--- src/rtl/sync_fifo_flags_pkg.sv ---
// Shared defaults for the flagged synchronous FIFO.
// The benches read the same constants so geometry and thresholds stay in one place.
package sync_fifo_flags_pkg;

    localparam int DEF_WIDTH     = 8;
    localparam int DEF_DEPTH     = 16;
    localparam int DEF_AF_THRESH = 14;
    localparam int DEF_AE_THRESH = 2;

    // Bits needed to index DEPTH entries; pointers and the count add one more.
    function automatic int index_bits(input int depth);
        return $clog2(depth);
    endfunction

endpackage

--- src/rtl/sync_fifo_flags_mem.sv ---
// Storage array for sync_fifo_flags: synchronous write, asynchronous read.
// Contents are deliberately not reset.
module sync_fifo_flags_mem #(
    parameter int WIDTH = 8,
    parameter int DEPTH = 16,
    parameter int AW    = 4
) (
    input  logic             clk_i,
    input  logic             we,
    input  logic [AW-1:0]    waddr,
    input  logic [WIDTH-1:0] wdata,
    input  logic [AW-1:0]    raddr,
    output logic [WIDTH-1:0] rdata
);

    logic [WIDTH-1:0] mem_q [DEPTH];

    always_ff @(posedge clk_i) begin
        if (we) begin
            mem_q[waddr] <= wdata;
        end
    end

    assign rdata = mem_q[raddr];

endmodule

--- src/rtl/sync_fifo_flags.sv ---
// Single-clock FIFO with occupancy count, almost-full/almost-empty flags,
// error pulses and a standard or first-word-fall-through read port.
module sync_fifo_flags
    import sync_fifo_flags_pkg::*;
#(
    parameter int WIDTH     = DEF_WIDTH,
    parameter int DEPTH     = DEF_DEPTH,
    parameter int PTR_WIDTH = index_bits(DEPTH),
    parameter int AF_THRESH = DEF_AF_THRESH,
    parameter int AE_THRESH = DEF_AE_THRESH,
    parameter bit FWFT      = 1'b0
) (
    input  logic                 clk_i,
    input  logic                 rst_i,
    input  logic [WIDTH-1:0]     wdata_i,
    input  logic                 wr_en_i,
    output logic                 wr_error_o,
    output logic                 full_o,
    output logic                 almost_full_o,
    output logic [WIDTH-1:0]     rdata_o,
    input  logic                 rd_en_i,
    output logic                 rd_error_o,
    output logic                 empty_o,
    output logic                 almost_empty_o,
    output logic                 rvalid_o,
    output logic [PTR_WIDTH:0]   count_o
);

    localparam int CNT_W = PTR_WIDTH + 1;

    logic [PTR_WIDTH:0] wr_ptr;
    logic [PTR_WIDTH:0] rd_ptr;
    logic [PTR_WIDTH:0] count;
    logic               rd_ok;
    logic               wr_ok;
    logic [WIDTH-1:0]   mem_rdata;
    logic [WIDTH-1:0]   rdata_q;
    logic               rvalid_q;
    logic               wr_error_q;
    logic               rd_error_q;

    // With one wrap bit the pointer difference is the occupancy 0..DEPTH,
    // so count always tracks the registered pointers exactly.
    assign count = wr_ptr - rd_ptr;

    assign empty_o        = (count == '0);
    assign full_o         = (count == CNT_W'(DEPTH));
    assign almost_full_o  = (count >= CNT_W'(AF_THRESH));
    assign almost_empty_o = (count <= CNT_W'(AE_THRESH));
    assign count_o        = count;

    // A read frees a slot in the same edge, so a full FIFO still accepts a write.
    assign rd_ok = rd_en_i & ~empty_o;
    assign wr_ok = wr_en_i & (~full_o | rd_ok);

    sync_fifo_flags_mem #(
        .WIDTH (WIDTH),
        .DEPTH (DEPTH),
        .AW    (PTR_WIDTH)
    ) u_mem (
        .clk_i (clk_i),
        .we    (wr_ok),
        .waddr (wr_ptr[PTR_WIDTH-1:0]),
        .wdata (wdata_i),
        .raddr (rd_ptr[PTR_WIDTH-1:0]),
        .rdata (mem_rdata)
    );

    always_ff @(posedge clk_i or posedge rst_i) begin
        if (rst_i) begin
            wr_ptr     <= '0;
            rd_ptr     <= '0;
            rdata_q    <= '0;
            rvalid_q   <= 1'b0;
            wr_error_q <= 1'b0;
            rd_error_q <= 1'b0;
        end else begin
            if (wr_ok) begin
                wr_ptr <= wr_ptr + CNT_W'(1);
            end
            if (rd_ok) begin
                rd_ptr  <= rd_ptr + CNT_W'(1);
                rdata_q <= mem_rdata;
            end
            rvalid_q   <= rd_ok;
            wr_error_q <= wr_en_i & full_o & ~rd_ok;
            rd_error_q <= rd_en_i & empty_o;
        end
    end

    assign wr_error_o = wr_error_q;
    assign rd_error_o = rd_error_q;

    // FWFT shows the head entry directly; standard mode presents the registered pop.
    assign rdata_o  = FWFT ? mem_rdata : rdata_q;
    assign rvalid_o = FWFT ? ~empty_o : rvalid_q;

endmodule

--- config.mk ---
export PLATFORM = sky130hd
export DESIGN_NAME = sync_fifo_flags
export DESIGN_NICKNAME = d
export VERILOG_FILES = /design/src/rtl/sync_fifo_flags_pkg.sv /design/src/rtl/sync_fifo_flags_mem.sv /design/src/rtl/sync_fifo_flags.sv
export SDC_FILE = /design/constraint.sdc
export NUM_CORES = 1
export LEC_CHECK = 0
export ABC_AREA = 1
export ABC_CLOCK_PERIOD_IN_PS = 2600
export CELL_PAD_IN_SITES_DETAIL_PLACEMENT = 1
export CELL_PAD_IN_SITES_GLOBAL_PLACEMENT = 1
export CORE_MARGIN = 2
export CORE_UTILIZATION = 45
export CTS_BUF_LIST = sky130_fd_sc_hd__clkbuf_2
export DETAILED_ROUTE_END_ITERATION = 12
export PLACE_DENSITY = 0.86
export SLEW_MARGIN = 20
export SYNTH_ARGS = -nofsm -noshare
export SYNTH_HDL_FRONTEND = slang
export SYNTH_SLANG_ARGS = --single-unit
export TNS_END_PERCENT = 20
--- constraint.sdc ---
create_clock -name clk_i -period 2.6 [get_ports clk_i]
set_input_delay 0.52 -clock clk_i [delete_from_list [all_inputs] [get_ports clk_i]]
set_output_delay 0.52 -clock clk_i [all_outputs]
set_load 0.005 [all_outputs]
==> flow_summary.ini <==
[outcome]
run_status = complete, but fails checks
violations = negative setup slack

[power]
cellLeakagePower_nw = 3.05
total_power_mw = 9.72
ir_drop_mv = 0.759
pwr_density_cell_nw_per_um2 = 1240

[setup_path]
rrSetupSlack_ns = -0.18
worstPathRequired_ns = 2.08
cp-end-kind = output port
crit_fanout = 4
rr_worst_depth = 12
worstPathArrival_ns = 2.63
r2r-end = u_mem.mem_q[6][4]
reg2reg_from = wr_ptr[0]
criticalPathCategory = reg2out
worstSetupStartpointType = register

[sta]
tightest_slew_ns = 0.795
setup_violations = 140
max_freq_mhz = 317
relSlewSlack_pct = 46.8
whs_ns = 0.0698
fin_crit_sh_pct = 121
rsz0062_at_grt = yes
drv_slew = 0
timing.setup.tns_ns = -17.85
clock_skew_ns = 0.0466
finalWorstSetupSlack_ns = -0.550
hold_viol = 0
period_minus_slack_ns = 3.15

[global_routing]
track_usage_pct = 27.1
gr-total-overflow = 0
first_global_vias = 5192
grt_max_degree = 69
antenna_found_initial = 0
grt_first_pass_wirelength_um = 29700

[final_layout]
mostFrequentLayoutCell = nor2_1
drive_gt1_share_pct = 19.6
diodes = 0
layout_common_cells = 143 x nor2_1, 128 x edfxtp_1, 118 x nand2_1, 64 x o21ai_0, 41 x buf_4
stdcell_area_um2 = 7820
final_util_pct = 55.9
nets = 712
syn2layout_area_growth_pct = 20.5
fill_cells = 1513

[yosys]
avgSynthCellArea_um2 = 10.6
synth_top_family_by_area = simple AND/OR/NAND/NOR gates
synthDistinctLibCells = 26
ys_seq_area_share_pct = 67.3
synth.area.mux_share_pct = 0
syn_inst = 610
synth_xor_area_share_pct = 1.33
synth_fa_ha_area_share_pct = 2.04
synth_fp_nets = 632
synth_warnings = 0
synth-compound-area-share_pct = 5.16
syn_area_um2 = 6490
yosys.area_share.simple_pct = 20.4
ys_seq_elements = 149

[drt]
vias = 5073
drt_iter0_drc = 562
finalWirelength_um = 21600
drtAntennaViolNets = 0
dr.pass1.iters = 5
routedWlPerCell_um = 24.5
drcViolationCount = 0
via_per_inst = 5.75

[floorplan]
initial_core_util_pct = 46.4
die_x_um = 124
die_area_um2 = 15400
rows = 43
die_h_um = 124
fp.coreArea_um2 = 14000
pin_count = 32

[clock_network]
cts.reportedPaths.clkPinSlew_ns = 0.23
clk_path_buf_depth = 2
clock-sinks = 149
cts_made_buffers = 17
clockRootBuffer = clkbuf_2
cts.htree.levels = 4
cts_tree = built
clk_latency_ns = 0.77
cts_hold_buf = 0

[place]
place_area_um2 = 7250
place_congestion = 0.836
port_buffers = 31
hpwl_um = 12500

[hold_path]
hp-class = in2async

[job]
cap_violations = 0
==> state kept, by name, summed over array words and instances, names as in the netlist <==
| name | flops |
|---|---|
| wr_ptr | 5 |
| rdata_o | 8 |
| rd_error_o | 1 |
| u_mem.mem_q | 128 |
| rvalid_o | 1 |
| wr_error_o | 1 |
| rd_ptr | 5 |
==> stage by stage <==
step / worst slack (ns) / cells
after global placement: -0.0431 / 838
after CTS: -0.466 / 875
final: -0.550 / 883
after global routing: -0.645 / 883
after detailed placement: -0.242 / 838
after floorplan: 0.0130 / 610
==> layer usage <==
layer | up-vias | track usage [%] | wire length, µm
met3 | 81 | 4.67 | 1620
met1 | 2519 | 34.6 | 7990
met4 | 0 | 12.3 | 1090
met5 | - | 0 | 0
li1 | 2197 | - | -
met2 | 276 | 45.3 | 10900
==> critical path, stage by stage (launching register included) <==
cell	delay (ns)
dfrtp_1	0.43
inv_2	0.09
ha_4	0.19
fa_2	0.36
buf_6	0.15
xnor2_4	0.18
nor2_4	0.14
nand2_4	0.09
nor2_2	0.12
buf_2	0.13
==> kinds of logic after synthesis <==
family / Yosys count
simple gates: 319
compound gates: 67
flops: 149
fa+ha+maj: 10
xor+xnor: 9
buf+inv: 56
==> area by class of cell <==
cell class	count	area [µm²]	area share [%]
Sequential cell	149	4370	55.9
Inverter	28	109	1.39
Tap cell	180	225	2.88
Multi-Input combinational cell	405	2040	26.1
Timing Repair Buffer	89	850	10.9
Clock inverter	13	131	1.68
Clock buffer	19	95.1	1.22
==> worst max path at each step <==
stage | startpoint | end | slack, ns | depth (start not counted)
3_3_place_gp | rd_ptr[0] | almost_full_o | -0.04 | 7
3_5_place_dp | wr_ptr[0] | almost_full_o | -0.24 | 8
2_1_floorplan | wr_ptr[0] | u_mem.mem_q[12][0] | 0.01 | 10
4_1_cts | rd_ptr[0] | almost_empty_o | -0.47 | 7
5_1_grt | wr_ptr[0] | empty_o | -0.64 | 10
6_report | wr_ptr[0] | full_o | -0.55 | 9
==> Yosys cell counts <==
library cell / instances / area share (%)
xnor2_1: 3 / 0.40
nor2_1: 152 / 8.8
xor2_1: 5 / 0.67
nand2_1: 122 / 7.1
fa_1: 1 / 0.31
nand4_4: 1 / 0.33
nand2_2: 2 / 0.19
edfxtp_1: 128 / 59
nand2_4: 3 / 0.52
dfrtp_1: 21 / 8.1
buf_6: 1 / 0.17
nor2_4: 2 / 0.35
nor4_1: 1 / 0.096
clkbuf_1: 10 / 0.58
clkinv_1: 6 / 0.35
nor2_8: 1 / 0.31
o21ai_0: 65 / 5.0
buf_2: 14 / 1.1
xnor2_2: 1 / 0.25
nand3b_1: 1 / 0.12
buf_4: 3 / 0.35
a21oi_1: 2 / 0.15
inv_1: 20 / 1.2
nand3_1: 34 / 2.6
ha_1: 9 / 1.7
inv_2: 2 / 0.12
==> power by group <==
part	internal [mW]	switching (mW)	total, mW
Sequential	2.93	0.191	3.12
Clock	0.444	0.854	1.30
Combinational	1.97	3.33	5.30
==> repair_timing <==
| action | 4_1_cts | 5_1_grt |
|---|---|---|
| setup buffers | 5 | 10 |
| setup endpoints to repair | 97 | 136 |
| pin swaps | 12 | 10 |
| gates cloned | 0 | 2 |
| endpoints found under the hold margin | 0 | 0 |
| resized for setup | 55 | 32 |
Note: power is estimated with default switching activity, not from simulation.
